## config.mk

```make
export PLATFORM = sky130hd
export DESIGN_NAME = ver_query_init
export DESIGN_NICKNAME = d
export VERILOG_FILES = /design/src/rtl/ver_query_init_pkg.sv /design/src/rtl/ver_query_init_uart_bit_engine.sv /design/src/rtl/ver_query_init.sv
export SDC_FILE = /design/constraint.sdc
export NUM_CORES = 1
export LEC_CHECK = 0
export ABC_AREA = 1
export CELL_PAD_IN_SITES_DETAIL_PLACEMENT = 1
export CELL_PAD_IN_SITES_GLOBAL_PLACEMENT = 1
export CORE_MARGIN = 8
export CORE_UTILIZATION = 44
export CTS_BUF_LIST = sky130_fd_sc_hd__clkbuf_4 sky130_fd_sc_hd__clkbuf_8 sky130_fd_sc_hd__clkbuf_16
export DETAILED_ROUTE_END_ITERATION = 10
export GPL_TIMING_DRIVEN = 0
export PLACE_DENSITY = 0.86
export SYNTH_ARGS = -nofsm -noshare
export SYNTH_HDL_FRONTEND = slang
export SYNTH_SLANG_ARGS = --single-unit
```

## constraint.sdc

```tcl
create_clock -name CLK -period 2.3 [get_ports CLK]
set_input_delay 0.345 -clock CLK [delete_from_list [all_inputs] [get_ports CLK]]
set_output_delay 0.345 -clock CLK [all_outputs]
set_load 0.01 [all_outputs]
```

## src/rtl/ver_query_init_pkg.sv

```systemverilog
// Shared definitions for the UART "VER" query protocol (initiator and responder).
// Holds the command byte constants, the status encodings, the initiator FSM
// state type and a lookup for the command sequence "VER"<CR><LF>.
package ver_query_init_pkg;

  localparam logic [7:0] CMD_V    = 8'h56;
  localparam logic [7:0] CMD_E    = 8'h45;
  localparam logic [7:0] CMD_R    = 8'h52;
  localparam logic [7:0] ASCII_CR = 8'h0D;
  localparam logic [7:0] ASCII_LF = 8'h0A;

  localparam logic [1:0] ERR_OK  = 2'b00;
  localparam logic [1:0] ERR_TMO = 2'b01;
  localparam logic [1:0] ERR_OVF = 2'b10;
  localparam logic [1:0] ERR_FRM = 2'b11;

  // Index of the final command byte (LF)
  localparam logic [2:0] CMD_LAST = 3'd4;

  typedef enum logic [2:0] {
    ST_IDLE,
    ST_SEND,
    ST_RX_WAIT,
    ST_RECV,
    ST_FINISH
  } state_e;

  function automatic logic [7:0] cmd_byte(input logic [2:0] idx);
    case (idx)
      3'd0:    cmd_byte = CMD_V;
      3'd1:    cmd_byte = CMD_E;
      3'd2:    cmd_byte = CMD_R;
      3'd3:    cmd_byte = ASCII_CR;
      default: cmd_byte = ASCII_LF;
    endcase
  endfunction

endpackage

```

## src/rtl/ver_query_init_uart_bit_engine.sv

```systemverilog
// uart_bit_engine: bit-period counter plus shift register for one 8N1 frame.
// RX_MODE=0: transmitter. go_i loads din_i and drives the start bit on the
//   same edge; line_o is the registered serial output. fin_o pulses in the
//   last cycle of the stop bit so a new go_i there gives back-to-back frames.
// RX_MODE=1: receiver. go_i arms on a detected start edge; the start bit is
//   sampled SLOOP_MAX/2 cycles later, then data and stop one period apart.
//   bad_o pulses if the start sample is high; fin_o pulses at the stop sample
//   (stop value is rxd_i in that cycle) with the byte on data_o.
// Ports: clk_i, rst_i, go_i, din_i, rxd_i, line_o, data_o, fin_o, bad_o, active_o.
module uart_bit_engine #(
  parameter int SLOOP_MAX = 100,
  parameter int DW        = 8,
  parameter bit RX_MODE   = 1'b0
) (
  input  logic          clk_i,
  input  logic          rst_i,
  input  logic          go_i,
  input  logic [DW-1:0] din_i,
  input  logic          rxd_i,
  output logic          line_o,
  output logic [DW-1:0] data_o,
  output logic          fin_o,
  output logic          bad_o,
  output logic          active_o
);

  localparam int CW = $clog2(SLOOP_MAX);
  localparam logic [CW-1:0] FULL = CW'(SLOOP_MAX - 1);
  localparam logic [CW-1:0] HALF = CW'(SLOOP_MAX / 2 - 1);
  localparam logic [3:0]    LAST = 4'(DW + 1);

  logic          act_q, act_d;
  logic [CW-1:0] cnt_q, cnt_d;
  logic [3:0]    bit_q, bit_d;
  logic [DW-1:0] sh_q, sh_d;
  logic          line_q, line_d;
  logic          hit;

  // Receiver only waits half a period before the start-bit sample
  assign hit      = act_q && (cnt_q == ((RX_MODE && bit_q == 4'd0) ? HALF : FULL));
  assign fin_o    = hit && (bit_q == LAST);
  assign bad_o    = RX_MODE && hit && (bit_q == 4'd0) && rxd_i;
  assign line_o   = line_q;
  assign data_o   = sh_q;
  assign active_o = act_q;

  always_comb begin
    act_d  = act_q;
    cnt_d  = cnt_q;
    bit_d  = bit_q;
    sh_d   = sh_q;
    line_d = line_q;
    if (act_q) cnt_d = hit ? '0 : cnt_q + 1'b1;
    if (hit) begin
      if (RX_MODE) begin
        if (bit_q == 4'd0) begin
          if (rxd_i) act_d = 1'b0;
          else       bit_d = 4'd1;
        end else if (bit_q == LAST) begin
          act_d = 1'b0;
        end else begin
          sh_d  = {rxd_i, sh_q[DW-1:1]};
          bit_d = bit_q + 4'd1;
        end
      end else begin
        if (bit_q == LAST) begin
          act_d  = 1'b0;
          line_d = 1'b1;
        end else begin
          // Ones shifted in behind the data supply the stop bit
          line_d = sh_q[0];
          sh_d   = {1'b1, sh_q[DW-1:1]};
          bit_d  = bit_q + 4'd1;
        end
      end
    end
    if (go_i) begin
      act_d = 1'b1;
      cnt_d = '0;
      bit_d = 4'd0;
      if (!RX_MODE) begin
        line_d = 1'b0;
        sh_d   = din_i;
      end
    end
  end

  always_ff @(posedge clk_i) begin
    if (rst_i) begin
      act_q  <= 1'b0;
      cnt_q  <= '0;
      bit_q  <= 4'd0;
      line_q <= 1'b1;
    end else begin
      act_q  <= act_d;
      cnt_q  <= cnt_d;
      bit_q  <= bit_d;
      line_q <= line_d;
    end
  end

  always_ff @(posedge clk_i) sh_q <= sh_d;

endmodule

```

## src/rtl/ver_query_init.sv

```systemverilog
// ver_query_init: initiator of the UART "VER" query. On start it sends
// "VER"<CR><LF>, then collects the reply line (CR dropped, LF ends it) into a
// buffer of 2**RBUF_AW bytes and reports status.
// Ports: CLK, RST (sync, active-high), start, TX, RX (async), busy, done,
//   err (00 ok / 01 timeout / 10 overflow / 11 framing), rlen, raddr,
//   rdata (registered read of buffer[raddr]).
module ver_query_init
  import ver_query_init_pkg::*;
#(
  parameter int SLOOP_MAX = 100,
  parameter int DW        = 8,
  parameter int RBUF_AW   = 4,
  parameter int TMO_CYC   = 100000
) (
  input  logic               CLK,
  input  logic               RST,
  input  logic               start,
  output logic               TX,
  input  logic               RX,
  output logic               busy,
  output logic               done,
  output logic [1:0]         err,
  output logic [RBUF_AW:0]   rlen,
  input  logic [RBUF_AW-1:0] raddr,
  output logic [DW-1:0]      rdata
);

  localparam int DEPTH = 2 ** RBUF_AW;
  localparam int TW    = $clog2(TMO_CYC + 1);

  state_e               state_q, state_d;
  logic [2:0]           idx_q, idx_d;
  logic [TW-1:0]        tmo_q, tmo_d;
  logic [1:0]           err_q, err_d;
  logic [RBUF_AW:0]     rlen_q, rlen_d;
  logic                 rx_s1_q, rx_s2_q, rx_s3_q;
  logic                 rx_fall;
  logic [DW-1:0]        mem_q [DEPTH];
  logic [DW-1:0]        rdata_q;
  logic                 wr_en;
  logic                 tx_go, tx_fin, tx_line, tx_bad, tx_act;
  logic [DW-1:0]        tx_din, tx_data;
  logic                 rx_go, rx_fin, rx_bad, rx_line, rx_act;
  logic [DW-1:0]        rx_byte;
  logic                 unused_ok;

  uart_bit_engine #(.SLOOP_MAX(SLOOP_MAX), .DW(DW), .RX_MODE(1'b0)) u_tx (
    .clk_i(CLK), .rst_i(RST), .go_i(tx_go), .din_i(tx_din), .rxd_i(1'b1),
    .line_o(tx_line), .data_o(tx_data), .fin_o(tx_fin), .bad_o(tx_bad),
    .active_o(tx_act)
  );

  uart_bit_engine #(.SLOOP_MAX(SLOOP_MAX), .DW(DW), .RX_MODE(1'b1)) u_rx (
    .clk_i(CLK), .rst_i(RST), .go_i(rx_go), .din_i('0), .rxd_i(rx_s2_q),
    .line_o(rx_line), .data_o(rx_byte), .fin_o(rx_fin), .bad_o(rx_bad),
    .active_o(rx_act)
  );

  assign unused_ok = &{1'b0, tx_data, tx_bad, tx_act, rx_line, rx_act};

  // s3 holds the previous synchronized value for edge detection
  assign rx_fall = rx_s3_q & ~rx_s2_q;

  always_comb begin
    state_d = state_q;
    idx_d   = idx_q;
    tmo_d   = tmo_q;
    err_d   = err_q;
    rlen_d  = rlen_q;
    tx_go   = 1'b0;
    tx_din  = CMD_V;
    rx_go   = 1'b0;
    wr_en   = 1'b0;
    case (state_q)
      ST_IDLE: begin
        if (start) begin
          err_d   = ERR_OK;
          rlen_d  = '0;
          idx_d   = 3'd0;
          tx_go   = 1'b1;
          state_d = ST_SEND;
        end
      end
      ST_SEND: begin
        if (tx_fin) begin
          if (idx_q == CMD_LAST) begin
            tmo_d   = '0;
            state_d = ST_RX_WAIT;
          end else begin
            idx_d  = idx_q + 3'd1;
            tx_din = cmd_byte(idx_q + 3'd1);
            tx_go  = 1'b1;
          end
        end
      end
      ST_RX_WAIT: begin
        // A start edge wins over a coincident timeout
        if (rx_fall) begin
          rx_go   = 1'b1;
          state_d = ST_RECV;
        end else if (tmo_q == TW'(TMO_CYC - 1)) begin
          err_d   = ERR_TMO;
          state_d = ST_FINISH;
        end else begin
          tmo_d = tmo_q + 1'b1;
        end
      end
      ST_RECV: begin
        if (rx_bad) begin
          state_d = ST_RX_WAIT;
        end else if (rx_fin) begin
          tmo_d   = '0;
          state_d = ST_RX_WAIT;
          if (!rx_s2_q) begin
            err_d   = ERR_FRM;
            state_d = ST_FINISH;
          end else if (rx_byte == ASCII_LF) begin
            err_d   = ERR_OK;
            state_d = ST_FINISH;
          end else if (rx_byte != ASCII_CR) begin
            if (rlen_q == (RBUF_AW + 1)'(DEPTH)) begin
              err_d   = ERR_OVF;
              state_d = ST_FINISH;
            end else begin
              wr_en  = 1'b1;
              rlen_d = rlen_q + 1'b1;
            end
          end
        end
      end
      ST_FINISH: state_d = ST_IDLE;
      default:   state_d = ST_IDLE;
    endcase
  end

  always_ff @(posedge CLK) begin
    if (RST) begin
      state_q <= ST_IDLE;
      idx_q   <= 3'd0;
      tmo_q   <= '0;
      err_q   <= ERR_OK;
      rlen_q  <= '0;
      rx_s1_q <= 1'b1;
      rx_s2_q <= 1'b1;
      rx_s3_q <= 1'b1;
    end else begin
      state_q <= state_d;
      idx_q   <= idx_d;
      tmo_q   <= tmo_d;
      err_q   <= err_d;
      rlen_q  <= rlen_d;
      rx_s1_q <= RX;
      rx_s2_q <= rx_s1_q;
      rx_s3_q <= rx_s2_q;
    end
  end

  always_ff @(posedge CLK) begin
    if (wr_en) mem_q[rlen_q[RBUF_AW-1:0]] <= rx_byte;
    rdata_q <= mem_q[raddr];
  end

  assign TX    = tx_line;
  assign busy  = (state_q == ST_SEND) || (state_q == ST_RX_WAIT) || (state_q == ST_RECV);
  assign done  = (state_q == ST_FINISH);
  assign err   = err_q;
  assign rlen  = rlen_q;
  assign rdata = rdata_q;

endmodule
```

==> results.json, run 1 <==
{
  "finClkSkew_ns": 0.0137,
  "vias_per_cell": 5.52,
  "final_nets": 1039,
  "start_kind": "flop",
  "clock-sinks": 210,
  "power_density_nw_per_um2": 831,
  "cts_hold_buf": 0,
  "insertion_delay_ns": 0.52,
  "dr.pass1.iters": 5,
  "die_x_um": 162,
  "design_area_um2": 11400,
  "hp-start": "raddr[3]",
  "antenna_found_initial": 0,
  "r2r-end": "mem_q[5][1]",
  "cpMostUsedCell": "nor2_4",
  "grt_pass1_vias": 7661,
  "holdPathStages": 3,
  "layout_common_cells": "edfxtp_1 (144), nand2_1 (141), nor2_1 (90), inv_1 (85), a21oi_1 (69)",
  "setup_viol_count_final": 0,
  "grt_usage_pct": 20.5,
  "worst_slack_ns": 0.0160,
  "syn_area_um2": 9400,
  "yosysWarnings": 0,
  "fin_hold_ws_ns": 0.354,
  "p_leak_nw": 4.16,
  "synth.distinct_cells": 39,
  "fin_cells": 1305,
  "worstSetupPathType": "reg2reg",
  "dpl_cell_area_um2": 9970,
  "die_area_um2": 26300,
  "max-clock-path-buffers": 3,
  "io_buffers": 22,
  "worst_hold_path_type": "in2reg",
  "synth_cells": 937,
  "dp_hpwl_um": 17000,
  "synth_area_leaders": "edfxtp_1 (46%), dfxtp_1 (14%), nand2_1 (6.0%)",
  "cts_made_buffers": 23,
  "core_um2": 21000,
  "cts_tree": "yes",
  "die_h_um": 162,
  "wl_per_cell_um": 20.7,
  "clockRootBuffer": "clkbuf_16",
  "synth-edff-count": 144,
  "rsz0062_at_grt": "yes",
  "dr.first_iter.drc_count": 538,
  "maxCapViolations": 0,
  "reg2reg_from": "u_rx.data_o[2]",
  "crit_slowest_cell": "edfxtp_1",
  "crit_path_max_fanout": 8,
  "setup_tns_ns": 0,
  "relSlewSlack_pct": 53.0,
  "synth_seq_cells": 210,
  "std_cell_rows": 53,
  "diodes": 0,
  "status": "complete, no violations",
  "final_common_cell": "edfxtp_1",
  "post-route-util_pct": 54.0,
  "drc_errors": 0,
  "grt_max_degree": 19,
  "power_mw": 9.43,
  "arrival_ns": 2.51,
  "start_util_pct": 44.7,
  "r2r_setup_slack_ns": 0.02,
  "fin_crit_sh_pct": 99.3,
  "area_growth_pct": 20.7,
  "synthFlopType": "edfxtp_1",
  "cp-end-kind": "flop",
  "vias": 7202,
  "period_minus_slack_ns": 2.28,
  "cp.required_ns": 2.53,
  "synth.avg_cell_area_um2": 10.0,
  "fmax_mhz": 438,
  "holdPathEnd": "rdata[3]",
  "synth-async-reset-ratio_pct": 0,
  "yosysSeqAreaShare_pct": 60.0,
  "htree_levels": 1,
  "critPathMaxStageDelay_ns": 0.48,
  "pin_count": 26,
  "grt_pass1_wl_um": 42200,
  "gp_congestion": 0.863,
  "path_cells": "inv_2 > nand4_1 > nor2_1 > nor2_2 > nand2_2 > nor2_4 > nand2_2 > nor2_4 > nand2_4 > nor2_4 > buf_12",
  "drive_above_1_share_pct": 14.7,
  "clkTransAtPathRegs_ns": 0.06,
  "slew_viol_final": 0,
  "place_inst": 1234,
  "drtAntennaViolNets": 0,
  "max_slew.worst_pin.slew_ns": 0.705,
  "yosysTopAreaCell": "edfxtp_1",
  "yosysTopAreaCellShare_pct": 46.0,
  "gr-total-overflow": 0,
  "vdd_ir_drop_max_uv": 604,
  "syn_nets": 963,
  "reg2reg_depth": 11,
  "totalWireLength_um": 27000,
  "dp_slack_ns": -0.849,
  "hold_violations": 0
}
==> critical path: cells and delay by family, from the launching register on <==
| kind | cells | cell delay, ns |
|---|---|---|
| buffers and inverters | 2 | 0.22 |
| flip-flops | 1 | 0.48 |
| AND/OR/NAND/NOR | 9 | 1.28 |
==> cells in the mapped netlist, types with 2 or more instances <==
| master | instances |
|---|---|
| ha_1 | 18 |
| nand4_1 | 10 |
| buf_1 | 2 |
| nor2_2 | 4 |
| nand3_1 | 61 |
| o21bai_1 | 2 |
| clkbuf_1 | 18 |
| buf_2 | 6 |
| xor2_1 | 17 |
| nand2_1 | 151 |
| buf_6 | 2 |
| o21ai_0 | 50 |
| mux2i_1 | 32 |
| inv_1 | 87 |
| nand3_2 | 2 |
| buf_4 | 4 |
| nor2_1 | 109 |
| nand2_4 | 2 |
| xnor2_1 | 3 |
| o21ai_1 | 3 |
| or2_2 | 5 |
| edfxtp_1 | 144 |
| nor3_1 | 11 |
| nor3b_1 | 3 |
| o211ai_1 | 32 |
| o22ai_1 | 3 |
| dfxtp_1 | 66 |
| a21oi_1 | 69 |
| inv_2 | 11 |
==> kinds of logic (layout without fill, tap and decap cells) <==
family                     count (synthesis)  count (layout)  synth area share, %
AOI/OAI and AO/OA                        161             161                 9.57
xor gates and xnor gates                  20              20                 1.86
adders and majority gates                 18              18                 2.40
buffers and inverters                    131             224                 5.63
DFF                                      210             210                 60.0
muxes                                     32              32                 3.41
and+or+nand+nor                          365             365                 17.1
==> metal layers <==
layer  vias to the layer above  track usage [%]  share of wire (%)
met5                         -                0                  0
met4                         0             9.68                4.0
met3                        71             3.26                5.0
met2                       222             37.3                 52
met1                      3539             23.1                 39
li1                       3370                -                  -
==> area by class of cell <==
type	count	area, µm²
clock inverter	8	95.1
timing repair buffer	51	592
sequential	210	5650
fill	2291	9670
tap	275	344
inverter	99	374
multi-input combinational	596	3450
buffer	32	158
clock buffer	34	683
==> state kept, by name, indices dropped and copies added, names as in the netlist, 2 cells and up <==
| name | flops |
|---|---|
| u_tx.cnt_q | 7 |
| tmo_q | 17 |
| u_rx.data_o | 8 |
| rlen | 5 |
| err | 2 |
| state_q | 3 |
| u_tx.bit_q | 4 |
| idx_q | 3 |
| u_rx.cnt_q | 7 |
| mem_q | 128 |
| u_tx.data_o | 8 |
| rdata | 8 |
| u_rx.bit_q | 4 |
==> power by group <==
| group | total, mW | leakage (nW) | internal (mW) | switching (mW) |
|---|---|---|---|---|
| clock network | 3.80 | 0.393 | 2.29 | 1.52 |
| logic | 1.38 | 1.94 | 0.474 | 0.908 |
| registers | 4.25 | 1.84 | 4.15 | 0.103 |
| total | 9.43 | 4.16 | 6.91 | 2.53 |
==> timing repair <==
action	CTS	global route
endpoints found under the setup margin	136	145
resized for setup	54	18
pin swaps	19	12
hold endpoints to repair	0	0
buffers inserted	22	7
==> worst max path at each step <==
stage	depth (start not counted)	from	end	slack (ns)
after floorplan	7	u_rx.bit_q[0]	mem_q[15][0]	0.17
after detailed placement	8	u_rx.data_o[7]	mem_q[15][1]	-0.85
after CTS	10	u_rx.bit_q[1]	mem_q[4][2]	0.006
final	11	u_rx.data_o[2]	mem_q[5][1]	0.02
after global placement	8	u_rx.data_o[0]	mem_q[15][0]	-0.58
after global routing	11	u_rx.data_o[2]	mem_q[5][6]	-0.04
Note: power is estimated with default switching activity, not from simulation.
==> inputs of run 2 (changes only) <==
- RECOVER_POWER: not set -> 25
==> results.json, run 2 (synthesized netlist as in run 1, its figures left out) <==
{
  "status": "complete, no violations",
  "vias": 7211,
  "r2r_setup_slack_ns": 0.02,
  "gp_congestion": 0.863,
  "grt_pass1_vias": 7661,
  "p_leak_nw": 4.15,
  "drtAntennaViolNets": 0,
  "clock-sinks": 210,
  "cts_made_buffers": 23,
  "rsz0062_at_grt": "yes",
  "p_sw_mw": 2.53,
  "vdd_ir_drop_max_uv": 602,
  "p_int_mw": 6.91,
  "worstSetupPathType": "reg2reg",
  "dr.pass1.iters": 5,
  "worst_hold_path_type": "in2reg",
  "totalWireLength_um": 27100,
  "crit_start": "u_rx.data_o[2]",
  "max-clock-path-buffers": 3,
  "switching_share_pct": 26.8,
  "period_minus_slack_ns": 2.28,
  "holdPathStages": 3,
  "arrival_ns": 2.51,
  "hold_violations": 0,
  "cp-end-kind": "flop",
  "final_nets": 1039,
  "layout_common_cells": "edfxtp_1 (144), nand2_1 (141), nor2_1 (90), inv_1 (85), a21oi_1 (69)",
  "pin_count": 26,
  "r2r-end": "mem_q[5][2]",
  "grt_max_degree": 19,
  "die_x_um": 162,
  "area_growth_pct": 20.5,
  "core_um2": 21000,
  "max_slew.worst_pin.slew_ns": 1.02,
  "dpl_cell_area_um2": 9970,
  "post-route-util_pct": 53.9,
  "drive_above_1_share_pct": 14.2,
  "grt_pass1_wl_um": 42200,
  "htree_levels": 1,
  "start_util_pct": 44.7,
  "p_comb_share_pct": 14.6,
  "power_mw": 9.44,
  "setup_viol_count_final": 0,
  "clockRootBuffer": "clkbuf_16",
  "insertion_delay_ns": 0.52,
  "dr.first_iter.drc_count": 510,
  "io_buffers": 22,
  "crit_path_max_fanout": 8,
  "grt_usage_pct": 20.5,
  "final_common_cell": "edfxtp_1",
  "design_area_um2": 11300,
  "holdPathEnd": "rdata[3]",
  "wl_per_cell_um": 20.8,
  "clkPwrFrac_pct": 40.3,
  "power_density_nw_per_um2": 833,
  "drc_errors": 0,
  "gr-total-overflow": 0,
  "relSlewSlack_pct": 31.7,
  "diodes": 0,
  "hp-start": "raddr[3]",
  "cts_tree": "yes",
  "slew_viol_final": 0,
  "cp.required_ns": 2.53,
  "seqPwrFrac_pct": 45.0,
  "fmax_mhz": 439,
  "start_kind": "flop",
  "fin_crit_sh_pct": 99.1,
  "antenna_found_initial": 0,
  "vias_per_cell": 5.53,
  "std_cell_rows": 53,
  "largest_reg_flops": 128,
  "reg2reg_from": "u_rx.data_o[2]",
  "maxCapViolations": 0,
  "die_h_um": 162,
  "finClkSkew_ns": 0.0137,
  "die_area_um2": 26300,
  "dp_hpwl_um": 17000,
  "clkTransAtPathRegs_ns": 0.06,
  "reg2reg_depth": 11
}
## run 2: changes by cell type in the layout (fill, tap and decap cells not counted), sizes merged
cell / before / now
buf: 43 / 38
dlygate4sd3: 0 / 1
clkbuf: 52 / 57
clkdlybuf4s50: 22 / 21
## run 2: metrics by stage
step | hold WS [ns] | setup WS [ns] | setup TNS, ns | instances
5_1_grt | 0.378 | -0.0416 | -2.24 | 1305
6_report | 0.353 | 0.0211 | 0 | 1305
4_1_cts | 0.325 | 0.00636 | 0 | 1298
3_5_place_dp | 0.399 | -0.849 | -91.17 | 1234
3_3_place_gp | 0.397 | -0.583 | -60.36 | 1234
2_1_floorplan | 0.389 | 0.169 | 0 | 937
## run 2: power by group through the flow
| stage | logic [mW] | clock network [mW] | registers, mW |
|---|---|---|---|
| floorplan | 0.887 | 0 | 4.31 |
| global route | 1.53 | 4.00 | 4.26 |
| CTS | 1.36 | 3.82 | 4.24 |
| detailed placement | 1.33 | 0 | 4.32 |
| global placement | 1.28 | 0 | 4.32 |
| finish | 1.38 | 3.81 | 4.25 |
## run 2: final cells by class
| class | count | area (µm²) |
|---|---|---|
| inverters | 99 | 374 |
| flip-flops and latches | 210 | 5650 |
| well taps | 275 | 344 |
| plain buffers | 32 | 158 |
| fillers | 2296 | 9690 |
| clock inverters | 8 | 95.1 |
| multi-input cells | 596 | 3450 |
| clock buffers | 34 | 683 |
| repair buffers | 51 | 573 |
## run 2: worst max-delay path, stage by stage, from the launching register on
cell and delay (ns):
edfxtp_1 0.49, inv_2 0.07, nand4_1 0.11, nor2_1 0.09, nor2_2 0.16, nand2_2 0.10
nor2_4 0.14, nand2_2 0.09, nor2_4 0.24, nand2_4 0.17, nor2_4 0.17, buf_12 0.15
## run 2: timing repair
| action | 4_1_cts | 5_1_grt |
|---|---|---|
| setup buffers | 22 | 7 |
| pin swaps | 19 | 12 |
| gates cloned | 0 | 0 |
| hold buffers | 0 | 0 |
| endpoints found under the setup margin | 136 | 145 |
| gates resized for setup | 54 | 18 |
## run 2: per-layer routing
metal	up-vias	GRT usage, %	wire length, µm
met1	3550	23.1	10700
li1	3371	-	-
met2	217	37.3	13900
met5	-	0	0
met3	73	3.26	1370
met4	0	9.68	1110
## run 2: worst max path at each step
stage	to	slack (ns)	depth (start not counted)
2_1_floorplan	mem_q[15][0]	0.17	7
5_1_grt	mem_q[5][6]	-0.04	11
3_3_place_gp	mem_q[15][0]	-0.58	8
4_1_cts	mem_q[4][2]	0.006	10
6_report	mem_q[5][2]	0.02	11
3_5_place_dp	mem_q[15][1]	-0.85	8
==> inputs of run 3 (changes only) <==
- CORE_UTILIZATION: 44 -> 40
- PLACE_DENSITY: 0.86 -> 0.81
- SETUP_SLACK_MARGIN: not set -> 0.15
==> results.json, run 3 (synthesized netlist as in run 1, its figures left out) <==
{
  "status": "complete, no violations",
  "vias": 7262,
  "vdd_ir_drop_max_uv": 592,
  "dp_hpwl_um": 17200,
  "dr.pass1.iters": 5,
  "die_area_um2": 28700,
  "p_int_mw": 6.98,
  "io_buffers": 22,
  "post-route-util_pct": 49.9,
  "start_util_pct": 40.4,
  "design_area_um2": 11600,
  "relSlewSlack_pct": 29.2,
  "grt_max_degree": 18,
  "p_sw_mw": 2.56,
  "cp.required_ns": 2.53,
  "drtAntennaViolNets": 0,
  "arrival_ns": 2.37,
  "r2r_setup_slack_ns": 0.16,
  "largest_reg_flops": 128,
  "core_um2": 23300,
  "dpl_cell_area_um2": 10000,
  "final_common_cell": "edfxtp_1",
  "finClkSkew_ns": 0.0110,
  "seqPwrFrac_pct": 44.6,
  "max-clock-path-buffers": 3,
  "diodes": 0,
  "wl_per_cell_um": 20.3,
  "drc_errors": 0,
  "clockRootBuffer": "clkbuf_16",
  "layout_common_cells": "edfxtp_1 (144), nand2_1 (137), nor2_1 (88), inv_1 (84), a21oi_1 (69)",
  "pin_count": 26,
  "max_slew.worst_pin.slew_ns": 1.06,
  "rsz0062_at_grt": "no",
  "dr.first_iter.drc_count": 423,
  "p_leak_nw": 4.25,
  "grt_pass1_vias": 7756,
  "grt_pass1_wl_um": 42100,
  "slew_viol_final": 0,
  "fmax_mhz": 467,
  "worstSetupPathType": "reg2reg",
  "fin_crit_sh_pct": 93.1,
  "crit_path_max_fanout": 8,
  "switching_share_pct": 26.8,
  "maxCapViolations": 0,
  "gp_congestion": 0.867,
  "final_nets": 1056,
  "grt_usage_pct": 18.5,
  "p_comb_share_pct": 14.8,
  "gr-total-overflow": 0,
  "start_kind": "flop",
  "drive_above_1_share_pct": 16.3,
  "hold_violations": 0,
  "cts_made_buffers": 24,
  "htree_levels": 1,
  "die_x_um": 169,
  "worst_hold_path_type": "in2reg",
  "crit_slowest_cell": "edfxtp_1",
  "power_density_nw_per_um2": 822,
  "cp-end-kind": "flop",
  "std_cell_rows": 56,
  "clkTransAtPathRegs_ns": 0.06,
  "cpMostUsedCell": "nor2_2",
  "vias_per_cell": 5.32,
  "totalWireLength_um": 27700,
  "period_minus_slack_ns": 2.14,
  "antenna_found_initial": 0,
  "critPathMaxStageDelay_ns": 0.45,
  "die_h_um": 169,
  "cts_hold_buf": 0,
  "area_growth_pct": 23.4,
  "cts_tree": "yes",
  "path_cells": "inv_2 > nand4_1 > nor2_2 > nor2_2 > nand2_2 > nor2_2 > nand2_2 > nor2_4 > buf_12 > nand2_4 > nor2_4 > buf_12",
  "setup_viol_count_final": 0,
  "insertion_delay_ns": 0.52,
  "clkPwrFrac_pct": 40.6,
  "clock-sinks": 210
}
## run 3: changes by cell type in the layout (fill, tap and decap cells not counted), sizes merged
| cell | before | now |
|---|---|---|
| buf | 38 | 52 |
| clkdlybuf4s50 | 21 | 20 |
| inv | 100 | 98 |
| dlymetal6s2s | 0 | 1 |
| clkbuf | 57 | 54 |
| bufinv | 2 | 3 |
| clkinv | 5 | 12 |
## run 3: metrics by stage
stage / hold slack (ns) / setup TNS, ns / setup slack [ns] / cells / total power, mW
floorplan: 0.389 / 0 / 0.169 / 937 / 5.20
global placement: 0.413 / -61.29 / -0.608 / 1278 / 5.61
detailed placement: 0.420 / -88.57 / -0.771 / 1278 / 5.66
CTS: 0.317 / 0 / 0.153 / 1355 / 9.55
global route: 0.379 / 0 / 0.0994 / 1366 / 9.88
finish: 0.370 / 0 / 0.158 / 1366 / 9.54
## run 3: worst paths after layout
path                                startpoint           to  cells past startpoint
worst max-delay path            u_rx.data_o[2]  mem_q[6][1]                     12
worst min-delay path                  raddr[3]     rdata[3]                      3
worst max register to register  u_rx.data_o[2]  mem_q[6][1]                     12
worst min register to register         rx_s1_q      rx_s2_q                      1
## run 3: timing repair
action	in CTS	in global routing
pin swaps	26	13
endpoints found under the setup margin	151	174
gates resized for setup	71	25
buffers inserted	34	11
## run 3: per-layer routing
metal,track usage (%),up-vias,wire length [µm]
li1,-,3395,-
met1,21.8,3623,11300
met2,34.0,183,14400
met5,0,-,0
met3,2.65,61,1100
met4,6.50,0,856
## run 3: power groups by stage
stage                     logic, mW  registers [mW]  clock network [mW]
after floorplan               0.887            4.31                   0
after global placement         1.29            4.32                   0
after detailed placement       1.34            4.33                   0
after CTS                      1.38            4.26                3.92
after global routing           1.54            4.26                4.07
final                          1.41            4.25                3.87
## run 3: layout make-up
class / instances / area, µm²
Fill cell: 2618 / 11700
Sequential cell: 210 / 5670
Multi-Input combinational cell: 596 / 3510
Timing Repair Buffer: 67 / 692
Clock buffer: 29 / 656
Tap cell: 319 / 399
Inverter: 99 / 382
Buffer: 32 / 160
Clock inverter: 14 / 136
## run 3: critical path: cells and delay by family (launching register included)
family	cells	cell delay, ns
buffers and inverters	3	0.34
and+or+nand+nor	9	1.07
DFF	1	0.45
